$ cat config.mk
export PLATFORM = sky130hd
export DESIGN_NAME = data_sender_sm
export DESIGN_NICKNAME = d
export VERILOG_FILES = /design/src/rtl/data_sender_pkg.sv /design/src/rtl/send_fifo.sv /design/src/rtl/data_sender_sm.sv
export SDC_FILE = /design/constraint.sdc
export NUM_CORES = 1
export LEC_CHECK = 0
export BUFFER_PORTS_ARGS = -buffer_cell sky130_fd_sc_hd__buf_2
export CAP_MARGIN = 20
export CORE_MARGIN = 1
export CORE_UTILIZATION = 50
export CTS_BUF_LIST = sky130_fd_sc_hd__clkbuf_2
export DETAILED_ROUTE_END_ITERATION = 10
export GPL_ROUTABILITY_DRIVEN = 0
export PLACE_DENSITY = 0.78
export SLEW_MARGIN = 20
export SYNTH_ARGS = -nofsm -noshare
export SYNTH_HDL_FRONTEND = slang
export SYNTH_HIERARCHICAL = 1
export SYNTH_SLANG_ARGS = --single-unit
export TNS_END_PERCENT = 30
$ cat constraint.sdc
create_clock -name CLK -period 3.4 [get_ports CLK]
set_input_delay 0.68 -clock CLK [delete_from_list [all_inputs] [get_ports CLK]]
set_output_delay 0.68 -clock CLK [all_outputs]
set_load 0.1 [all_outputs]
$ cat src/rtl/data_sender_pkg.sv
// Shared constants and state encoding for the PC-link frame sender.
// DATA_SENDER_CHECKSUM_EN adds a trailing checksum byte to the trailer frame.
package data_sender_pkg;

  localparam logic [7:0] SOF_BYTE   = 8'hAA;
  localparam logic [7:0] EOF_BYTE   = 8'h55;
  localparam int         FIFO_DEPTH = 4;
  localparam int         FIFO_WIDTH = 34;
  localparam int         HDR_LEN    = 5;
`ifdef DATA_SENDER_CHECKSUM_EN
  localparam int         TRL_LEN    = 4;
`else
  localparam int         TRL_LEN    = 3;
`endif

  typedef enum logic [1:0] {
    IDLE = 2'd0,
    HDR  = 2'd1,
    DATA = 2'd2,
    TRL  = 2'd3
  } state_t;

endpackage

$ cat src/rtl/send_fifo.sv
// Small show-ahead FIFO of queued data words; head entry is visible on dout while not empty.
// Pushes are ignored when full, pops when empty.
module send_fifo #(
  parameter int DEPTH = 4,
  parameter int WIDTH = 34
) (
  input  logic             clk,
  input  logic             rst_n,
  input  logic             push,
  input  logic [WIDTH-1:0] din,
  input  logic             pop,
  output logic [WIDTH-1:0] dout,
  output logic             full,
  output logic             empty
);

  localparam int AW = $clog2(DEPTH);

  logic [WIDTH-1:0] mem [DEPTH];
  logic [AW-1:0]    wr_ptr;
  logic [AW-1:0]    rd_ptr;
  logic [AW:0]      count;
  logic             do_push;
  logic             do_pop;

  assign full    = (count == (AW+1)'(DEPTH));
  assign empty   = (count == '0);
  assign do_push = push && !full;
  assign do_pop  = pop && !empty;
  assign dout    = mem[rd_ptr];

  always_ff @(posedge clk or negedge rst_n) begin
    if (!rst_n) begin
      wr_ptr <= '0;
      rd_ptr <= '0;
      count  <= '0;
    end else begin
      if (do_push) wr_ptr <= wr_ptr + 1'b1;
      if (do_pop)  rd_ptr <= rd_ptr + 1'b1;
      case ({do_push, do_pop})
        2'b10:   count <= count + 1'b1;
        2'b01:   count <= count - 1'b1;
        default: count <= count;
      endcase
    end
  end

  // Storage needs no reset; the pointers define which entries are live.
  always_ff @(posedge clk) begin
    if (do_push) mem[wr_ptr] <= din;
  end

endmodule

$ cat src/rtl/data_sender_sm.sv
// Byte-serial frame sender: header, queued data words and trailer over a valid/ready byte link.
// Defining DATA_SENDER_CHECKSUM_EN appends an XOR checksum of the data bytes to the trailer.
module data_sender_sm
  import data_sender_pkg::*;
(
  input  logic        CLK,
  input  logic        RST_N,
  input  logic [31:0] CMD,
  input  logic        SEND_HEADER,
  input  logic        SEND_DATA,
  input  logic        SEND_TRAILER,
  input  logic [31:0] DATA_IN,
  input  logic [1:0]  DATA_NBYTES,
  output logic        BUSY_SEND,
  output logic [7:0]  TX_BYTE,
  output logic        TX_VALID,
  input  logic        TX_READY,
  output logic        OVERFLOW
);

  state_t      state_reg;
  logic        hdr_pend_reg;
  logic        trl_pend_reg;
  logic [31:0] cmd_reg;
  logic [31:0] shift_reg;
  logic [2:0]  left_reg;
  logic [15:0] word_count_reg;
  logic        overflow_reg;
  logic [7:0]  tx_byte_reg;
  logic        tx_valid_reg;
`ifdef DATA_SENDER_CHECKSUM_EN
  logic [7:0]  checksum_reg;
`endif

  logic                  fifo_push;
  logic                  fifo_pop;
  logic                  fifo_full;
  logic                  fifo_empty;
  logic [FIFO_WIDTH-1:0] fifo_dout;
  logic [1:0]            head_nbytes;
  logic [31:0]           head_data;
  logic [4:0]            head_base;
  logic [5:0]            head_shamt;
  logic                  xfer;

  send_fifo #(
    .DEPTH (FIFO_DEPTH),
    .WIDTH (FIFO_WIDTH)
  ) u_fifo (
    .clk   (CLK),
    .rst_n (RST_N),
    .push  (fifo_push),
    .din   ({DATA_NBYTES, DATA_IN}),
    .pop   (fifo_pop),
    .dout  (fifo_dout),
    .full  (fifo_full),
    .empty (fifo_empty)
  );

  // A word arriving while full is lost even if a pop happens in the same cycle.
  assign fifo_push   = SEND_DATA && !fifo_full;
  assign fifo_pop    = (state_reg == IDLE) && !hdr_pend_reg && !fifo_empty;
  assign head_nbytes = fifo_dout[33:32];
  assign head_data   = fifo_dout[31:0];
  assign head_base   = {head_nbytes, 3'b000};
  assign head_shamt  = 6'd32 - {1'b0, head_base};
  assign xfer        = tx_valid_reg && TX_READY;

  assign TX_BYTE   = tx_byte_reg;
  assign TX_VALID  = tx_valid_reg;
  assign OVERFLOW  = overflow_reg;
  assign BUSY_SEND = (state_reg != IDLE) || hdr_pend_reg || trl_pend_reg || !fifo_empty;

  always_ff @(posedge CLK or negedge RST_N) begin
    if (!RST_N) begin
      state_reg      <= IDLE;
      hdr_pend_reg   <= 1'b0;
      trl_pend_reg   <= 1'b0;
      cmd_reg        <= '0;
      shift_reg      <= '0;
      left_reg       <= '0;
      word_count_reg <= '0;
      overflow_reg   <= 1'b0;
      tx_byte_reg    <= 8'h00;
      tx_valid_reg   <= 1'b0;
`ifdef DATA_SENDER_CHECKSUM_EN
      checksum_reg   <= 8'h00;
`endif
    end else begin
      if (SEND_HEADER && !hdr_pend_reg) begin
        hdr_pend_reg <= 1'b1;
        cmd_reg      <= CMD;
      end
      if (SEND_TRAILER && !trl_pend_reg) trl_pend_reg <= 1'b1;

      case (state_reg)
        IDLE: begin
          if (hdr_pend_reg) begin
            state_reg      <= HDR;
            hdr_pend_reg   <= 1'b0;
            tx_valid_reg   <= 1'b1;
            tx_byte_reg    <= SOF_BYTE;
            shift_reg      <= cmd_reg;
            left_reg       <= 3'(HDR_LEN - 1);
            word_count_reg <= '0;
            overflow_reg   <= 1'b0;
`ifdef DATA_SENDER_CHECKSUM_EN
            checksum_reg   <= 8'h00;
`endif
          end else if (!fifo_empty) begin
            // Most significant selected byte goes out first; the rest wait left-aligned.
            state_reg    <= DATA;
            tx_valid_reg <= 1'b1;
            tx_byte_reg  <= head_data[head_base +: 8];
            shift_reg    <= head_data << head_shamt;
            left_reg     <= {1'b0, head_nbytes};
          end else if (trl_pend_reg) begin
            state_reg    <= TRL;
            trl_pend_reg <= 1'b0;
            tx_valid_reg <= 1'b1;
            tx_byte_reg  <= EOF_BYTE;
`ifdef DATA_SENDER_CHECKSUM_EN
            shift_reg    <= {word_count_reg, checksum_reg, 8'h00};
`else
            shift_reg    <= {word_count_reg, 16'h0000};
`endif
            left_reg     <= 3'(TRL_LEN - 1);
          end
        end
        default: begin
          if (xfer) begin
`ifdef DATA_SENDER_CHECKSUM_EN
            if (state_reg == DATA) checksum_reg <= checksum_reg ^ tx_byte_reg;
`endif
            if (left_reg == 3'd0) begin
              state_reg    <= IDLE;
              tx_valid_reg <= 1'b0;
              if (state_reg == DATA && word_count_reg != 16'hFFFF)
                word_count_reg <= word_count_reg + 16'd1;
            end else begin
              tx_byte_reg <= shift_reg[31:24];
              shift_reg   <= {shift_reg[23:0], 8'h00};
              left_reg    <= left_reg - 3'd1;
            end
          end
        end
      endcase

      if (SEND_DATA && fifo_full) overflow_reg <= 1'b1;
    end
  end

endmodule

==> flow_summary.toml, run 1 <==
[run_status]
run_status = "complete, no violations"

[sta]
setup_viol_count_final = 0
worstMarginPinSlew_ps = 814
hold_viol_final = 0
tns_ps = 0
holdWs_ps = 95.9
finalClockSkew_ps = 41.5
rsz0062_at_grt = "false"
max-slew-margin-rel = 0.455
slew_viol_final = 0
finalCriticalPeriod_ps = 3140
post-route-period-util = 0.924
fmax_mhz = 318

[layout]
largest_reg_flops = 136
nFillCells = 1663
drive_above_1_share = 0.287
antennaDiodeCount = 0
synthToLayoutAreaGrowth_pct = 14.4
nNetsFinal = 991

[worst_setup_path]
endpoint = "BUSY_SEND"
cp.required_ps = 2720
worstSetupStartpointType = "flip-flop"
worstRegToRegCells = 9
crit_type = "reg2out"
r2r-end = "shift_reg[28]"
r2r-start = "u_fifo/rd_ptr[0]"
crit_start = "u_fifo/count[0]"
r2r_slack_ps = 700
arrival_ps = 2460
end_kind = "output port"
critPathMaxFanout = 5

[route]
drt_iter0_drc = 486
vias_per_cell = 5.81
ant_nets = 0
wl_per_cell_um = 19.9
dr.pass1.iters = 5
vias = 7131
wirelength_um = 24400
drcViolationCount = 0

[clock_network]
cts_resized = 0
cts_buffer_depth = 3
cts_setup_buffers = 0
cts_hold_buf = 31
clk_latency_ps = 820
cts_tree = "done"
clock-sinks = 240
cts.reportedPaths.clkPinSlew_ps = 110
cts_root_buf = "clkbuf_2"
h-tree-depth = 2
numCtsBuffers = 58

[global_routing]
grtUsageMet2 = 0.376
grtUsageTotal = 0.231
antenna_found_initial = 0
grt_pass1_vias = 7360
grtUsageMet1 = 0.309
grt_max_degree = 56
grt_pass1_wl_um = 38800
grt_overflow_total = 0
grt_most_used_layer = "met2"
grtUsageMet3 = 0.0426

[power]
power_density_nw_per_um2 = 853
pwr-share-comb = 0.407
power_switching_w = 0.00417
p_seq_frac = 0.417
p_sw_frac = 0.403
power_leakage_nw = 4.75
internal_power_w = 0.00619
clockPowerShare = 0.176
ir_drop_mv = 0.465

[synthesis]
yosys.area.top_type = "edfxtp_1"
synth-seq-cells = 240
synth_cells = 762
syn-cell-area_um2 = 10600
synthAdderAreaFrac = 0.0125
synthMuxAreaShare = 0.124
yosysSeqAreaShare = 0.630
synth_xor_area_frac = 0.00742
synth_compound_area_frac = 0.111
synth_top_family_by_area = "multiplexers"
yosysWarnings = 6
syn_area_per_cell_um2 = 13.9
synthTopCellsByArea = "edfxtp_1 (38%), dfrtp_1 (25%), mux4_2 (6.1%), mux2_2 (3.5%), nand2_1 (2.4%)"
synth_flop_cell = "edfxtp_1"
ys_types = 63
synth_edf_count = 136
synthesis.nets = 844
async_reset_ff_frac = 0.433
yosys.area_share.simple = 0.0859
synth_top_area_frac = 0.384

[floorplanning]
ios = 83
die_w_um = 148
die_h_um = 148
rows = 52
dieArea_um2 = 21800
start_util = 0.517
coreArea_um2 = 20600

[job]
max-cap-violations = 0

[place]
place_hpwl_um = 16400
port_buffers = 82

[worst_hold_path]
hp-class = "in2reg"
## metrics by stage
stage / cell area [um^2] / total power (W) / util / std cells / setup slack (ps)
2_1_floorplan: 10600 / 0.00742 / - / 762 / 544
3_3_place_gp: 11300 / 0.00841 / 0.550 / 1087 / 752
3_5_place_dp: 11300 / 0.00854 / 0.550 / 1087 / 737
4_1_cts: 12100 / 0.0104 / 0.590 / 1226 / 183
5_1_grt: 12200 / 0.0110 / 0.591 / 1227 / 50.5
6_report: 12200 / 0.0104 / 0.591 / 1227 / 259
## area by class of cell
type | instances | area, um^2 | area share
clock buffers | 87 | 435 | 0.0358
clock inverters | 21 | 90.1 | 0.00741
inverters | 15 | 56.3 | 0.00463
multi-input cells | 459 | 3630 | 0.299
flip-flops and latches | 240 | 6690 | 0.550
well taps | 270 | 338 | 0.0278
repair buffers | 135 | 916 | 0.0754
## logic make-up after synthesis
logic type	Yosys count
fa+ha+maj	10
flops	240
mux	81
xor+xnor	9
simple gates	185
compound gates	174
buf+inv	63
## placed cells by master (no fill, tap or decap), types with 29 or more instances in the layout
cell type	synthesis	layout
dfrtp_1	104	103
edfxtp_1	136	136
o21ai_0	36	36
clkbuf_2	0	87
nor2_1	37	37
dlygate4sd3_1	0	32
nand2_1	68	68
mux4_2	29	29
buf_2	17	81
a21oi_1	33	33
mux2_2	33	33
## worst min path at each step
stage,from,endpoint,slack [ps],cells after the start
floorplan,RST_N,OVERFLOW,380,0
global route,DATA_IN[20],u_fifo/mem[0][20],2,1
global placement,TX_BYTE[1],TX_BYTE[1],460,2
detailed placement,TX_BYTE[1],TX_BYTE[1],470,2
CTS,DATA_IN[26],u_fifo/mem[1][26],0.8,1
finish,DATA_IN[20],u_fifo/mem[1][20],100,1
## Yosys cell counts (16+ instances only)
library cell and count:
edfxtp_1 136, dfrtp_1 104, nand2_1 68, nor2_1 37, o21ai_0 36, a21oi_1 33, mux2_2 33, mux4_2 29
clkbuf_1 21, a22oi_1 20, buf_2 17, a221oi_1 16
## per-layer routing
| layer | wire, um | vias up |
|---|---|---|
| met5 | 0 | - |
| met4 | 758 | 0 |
| met3 | 1310 | 56 |
| met2 | 11900 | 273 |
| met1 | 10500 | 3540 |
| li1 | - | 3262 |
## critical path, stage by stage (launching register included)
cell      delay [ps]
dfrtp_1          460
nor3_1           290
nand2b_1         140
or3_1            430
buf_2            340
## power groups by stage
stage	Sequential (W)	Clock, W	Combinational (W)
after floorplan	0.00459	0	0.00283
after global placement	0.00434	0	0.00407
after detailed placement	0.00438	0	0.00416
after CTS	0.00432	0.00189	0.00420
after global routing	0.00440	0.00204	0.00454
final	0.00432	0.00182	0.00422
Note: power is estimated with default switching activity, not from simulation.
==> run 2, diff against run 1 <==
Settings changed: CTS_CLUSTER_DIAMETER set to 60, SETUP_SLACK_MARGIN set to 0.3.
==> run 2 against run 1 <==
  * Final area rose by 0.13%
  * First-iteration DRC count rose by 5.3%
  * Final cell count did not move
  * Die area did not move
  * Critical path type unchanged
==> flow_summary.toml, run 2 (synthesis gave the netlist of run 1 again) <==
[worst_hold_path]
min_path_cells = 1
holdPathEnd = "u_fifo/mem[1][20]"
min_from = "DATA_IN[20]"
hp-class = "in2reg"

[floorplanning]
die_w_um = 148
start_util = 0.517
rows = 52
die_h_um = 148
ios = 83
coreArea_um2 = 20600
dieArea_um2 = 21800

[sta]
finalClockSkew_ps = 34.9
finalCriticalPeriod_ps = 2960
rsz0062_at_grt = "false"
post-route-period-util = 0.870
slew_viol_final = 0
fmax_mhz = 338
setup_viol_count_final = 0
hold_viol_final = 0
max-slew-margin-rel = 0.463
tns_ps = 0
worstMarginPinSlew_ps = 803

[worst_setup_path]
r2r-end = "shift_reg[28]"
critical-path-max-stage-delay_ps = 390
path_delay_family = "simple AND/OR/NAND/NOR gates"
crit_buf_inv = 2
worstSetupStartpointType = "flip-flop"
cp.required_ps = 2720
critPathMaxFanout = 35
worstRegToRegCells = 9
arrival_ps = 2280
r2r_slack_ps = 710
r2r-start = "u_fifo/rd_ptr[0]"
path_cells = "buf_4 > nand2b_1 > or3_4 > buf_6"
slowest_stage = "dfrtp_1"
crit_type = "reg2out"
end_kind = "output port"

[global_routing]
grt_pass1_vias = 7362
grtUsageMet1 = 0.309
grt_overflow_total = 0
grtUsageMet3 = 0.0426
grt_pass1_wl_um = 38800
antenna_found_initial = 0
grtUsageTotal = 0.231
grt_most_used_layer = "met2"
grt_max_degree = 56
grtUsageMet2 = 0.376

[route]
ant_nets = 0
wirelength_um = 24400
dr.pass1.iters = 5
vias_per_cell = 5.82
vias = 7140
drcViolationCount = 0
wl_per_cell_um = 19.9
drt_iter0_drc = 512

[clock_network]
cts.reportedPaths.clkPinSlew_ps = 120
h-tree-depth = 2
cts_tree = "done"
numCtsBuffers = 58
clk_latency_ps = 820
clock-sinks = 240
cts_root_buf = "clkbuf_2"
cts_setup_buffers = 0
cts_buffer_depth = 3

[layout]
antennaDiodeCount = 0
drive_above_1_share = 0.289
multi_input_area_um2 = 3640
final_common_cell = "edfxtp_1"
synthToLayoutAreaGrowth_pct = 14.5
final_cell_mix = "edfxtp_1 (136), dfrtp_1 (103), clkbuf_2 (87)"
postLayoutCellArea_um2 = 12200
largest_reg_flops = 136
nNetsFinal = 991
seqCellArea_um2 = 6690
nFillCells = 1663

[power]
power_leakage_nw = 4.75
power_density_nw_per_um2 = 852
ir_drop_mv = 0.465

[run_status]
run_status = "complete, no violations"

[place]
port_buffers = 82
dpl_cell_area_um2 = 11300
place_hpwl_um = 16400

[job]
max-cap-violations = 0
-- run 2: through the flow --
step	hold slack, ps	util	worst slack, ps	total power (W)	std cells
final	101	0.592	441	0.0104	1227
after global routing	1.57	0.592	321	0.0110	1227
after CTS	0.799	0.591	355	0.0104	1226
after detailed placement	465	0.550	737	0.00854	1087
after global placement	460	0.550	752	0.00841	1087
after floorplan	384	-	544	0.00742	762
-- run 2: cell type report --
class	instances	area share
inverters	15	0.00463
well taps	270	0.0278
multi-input cells	459	0.299
clock buffers	87	0.0358
repair buffers	135	0.0758
clock inverters	21	0.00740
flip-flops and latches	240	0.550
-- run 2: repair_timing --
action,4_1_cts,5_1_grt
hold buffers,31,1
setup endpoints to repair,1,1
hold endpoints to repair,150,4
gates resized for setup,3,1
-- run 2: worst max path at each step --
stage                          start         endpoint  slack (ps)  cells past startpoint
global placement        state_reg[1]  u_fifo/count[2]         750                      9
finish                  hdr_pend_reg        BUSY_SEND         440                      4
floorplan           u_fifo/rd_ptr[0]    shift_reg[31]         540                     12
detailed placement  u_fifo/rd_ptr[0]    shift_reg[28]         740                      9
global route            hdr_pend_reg        BUSY_SEND         320                      4
CTS                  u_fifo/count[0]        BUSY_SEND         360                      4
-- run 2: where the power goes --
group | switching (W) | internal (W)
Clock | 0.00113 | 0.000692
Sequential | 0.000417 | 0.00391
Combinational | 0.00263 | 0.00159
Total | 0.00418 | 0.00619
-- run 2: routing by layer --
layer | part of all wire | vias to the layer above | routed length [um]
met2 | 0.48 | 290 | 11800
met5 | 0 | - | 0
met1 | 0.43 | 3535 | 10400
met4 | 0.032 | 0 | 774
li1 | - | 3257 | -
met3 | 0.061 | 58 | 1490
==> run 3, diff against run 2 <==
Settings changed: PLACE_DENSITY 0.78 to 0.81.
Clock period 3.4 ns to 2.5 ns, I/O delays scaled along.
==> run 3 against run 2 <==
  * The run now ends with setup timing left
  * Via count increased by 8.0%
  * Sequential power is 36% higher
  * Non-clock buffer count increased by 88
  * Worst setup slack got worse by 590 ps
  * Register-to-register slack got worse by 650 ps
  * Hold slack gained 120 ps
  * Clock skew rose by 28 ps
  * Combinational power up 100%
  * Largest cell class unchanged
  * Largest power group is now combinational logic
  * Highest routed layer unchanged
==> flow_summary.toml, run 3 (synthesis gave the netlist of run 1 again) <==
[global_routing]
antenna_found_initial = 1
grt_pass1_vias = 7748
grt_max_degree = 50
grt_overflow_total = 0
grt_pass1_wl_um = 41200
grtUsageTotal = 0.246

[sta]
max-slew-margin-rel = 0.539
tns_ps = -151
setup_viol_count_final = 1
post-route-period-util = 1.06
rsz0062_at_grt = "true"
holdWs_ps = 218
fmax_mhz = 377
hold_viol_final = 0
finalClockSkew_ps = 62.9
worstMarginPinSlew_ps = 691
slew_viol_final = 0
finalCriticalPeriod_ps = 2650
fin_ws_ps = -151

[layout]
synthToLayoutAreaGrowth_pct = 31.3
seqCellArea_um2 = 6690
final_cell_mix = "edfxtp_1 (136), dfrtp_1 (99), clkbuf_2 (91)"
fin_util = 0.678
largest_reg_flops = 136
multi_input_area_um2 = 4290
final_common_cell = "edfxtp_1"
drive_above_1_share = 0.425
nNetsFinal = 1079
nFillCells = 1391

[run_status]
violations = "setup timing"
run_status = "finished with violations"

[place]
place_hpwl_um = 16300
port_buffers = 82

[route]
ant_nets = 0
drt_iter0_drc = 742
wirelength_um = 28500
wl_per_cell_um = 21.7
drcViolationCount = 0
vias = 7709
vias_per_cell = 5.87
dr.pass1.iters = 5

[floorplanning]
coreArea_um2 = 20600
die_h_um = 148
ios = 83
start_util = 0.517
die_w_um = 148
dieArea_um2 = 21800
rows = 52

[clock_network]
cts_buffer_depth = 3
h-tree-depth = 2
clock-sinks = 240
numCtsBuffers = 58
cts.reportedPaths.clkPinSlew_ps = 100
cts_tree = "done"
clk_latency_ps = 870
cts_root_buf = "clkbuf_2"

[worst_setup_path]
end_kind = "output port"
critPathMaxFanout = 5
worstSetupStartpointType = "flip-flop"
crit_type = "reg2out"
cp.required_ps = 2000
arrival_ps = 2150

[job]
max-cap-violations = 0

[worst_hold_path]
hp-class = "in2reg"

[power]
ir_drop_mv = 0.645
power_leakage_nw = 5.40
power_density_nw_per_um2 = 1220
run 3: layout make-up:
| class | instances | area share |
|---|---|---|
| timing repair buffer | 223 | 0.147 |
| antenna | 1 | 0.000179 |
| tap | 270 | 0.0242 |
| clock buffer | 91 | 0.0327 |
| sequential | 240 | 0.480 |
| clock inverter | 14 | 0.00449 |
| multi-input combinational | 459 | 0.308 |
| inverter | 15 | 0.00404 |
run 3: timing repair:
item                       4_1_cts  5_1_grt
hold buffers                    70        0
buffers inserted                19       11
cloned                           0        5
hold endpoints to repair       218        0
pin swaps                       59       84
setup endpoints to repair       49       56
gates resized for setup         79      111
run 3: report_power, final:
part	internal, W	switching [W]
Combinational	0.00376	0.00485
Clock	0.000967	0.00158
Sequential	0.00531	0.000580
Total	0.0100	0.00701
run 3: final timing paths:
kind | startpoint | to | slack (ps) | depth (start not counted)
max | u_fifo/count[0] | BUSY_SEND | -150 | 4
min | TX_READY | left_reg[2] | 220 | 6
max reg2reg | u_fifo/rd_ptr[0] | shift_reg[19] | 60 | 9
min reg2reg | TX_BYTE[5] | TX_BYTE[5] | 500 | 2
max in group asynchronous | RST_N | word_count_reg[1] | 1610 | 3
min in group asynchronous | RST_N | TX_BYTE[6] | 230 | 2
run 3: metrics by stage:
step | setup slack, ps | total power [W] | std cells | area, um^2
CTS | -231 | 0.0153 | 1296 | 13200
floorplan | -60.7 | 0.0103 | 762 | 10700
global route | -248 | 0.0178 | 1313 | 13900
detailed placement | 152 | 0.0118 | 1102 | 11600
finish | -151 | 0.0170 | 1313 | 13900
global placement | 193 | 0.0116 | 1102 | 11600
run 3: critical path, cell delays in order, from the launching register on:
cell and delay, ps:
dfrtp_2 480, nor3_4 210, nand2b_4 80, or3_4 380
buf_12 180
run 3: routing by layer:
layer	GRT usage	part of all wire	vias to the layer above
li1	-	-	3419
met1	0.326	0.39	3798
met2	0.398	0.50	400
met3	0.0525	0.076	92
met4	0.103	0.043	0
met5	0	0	-
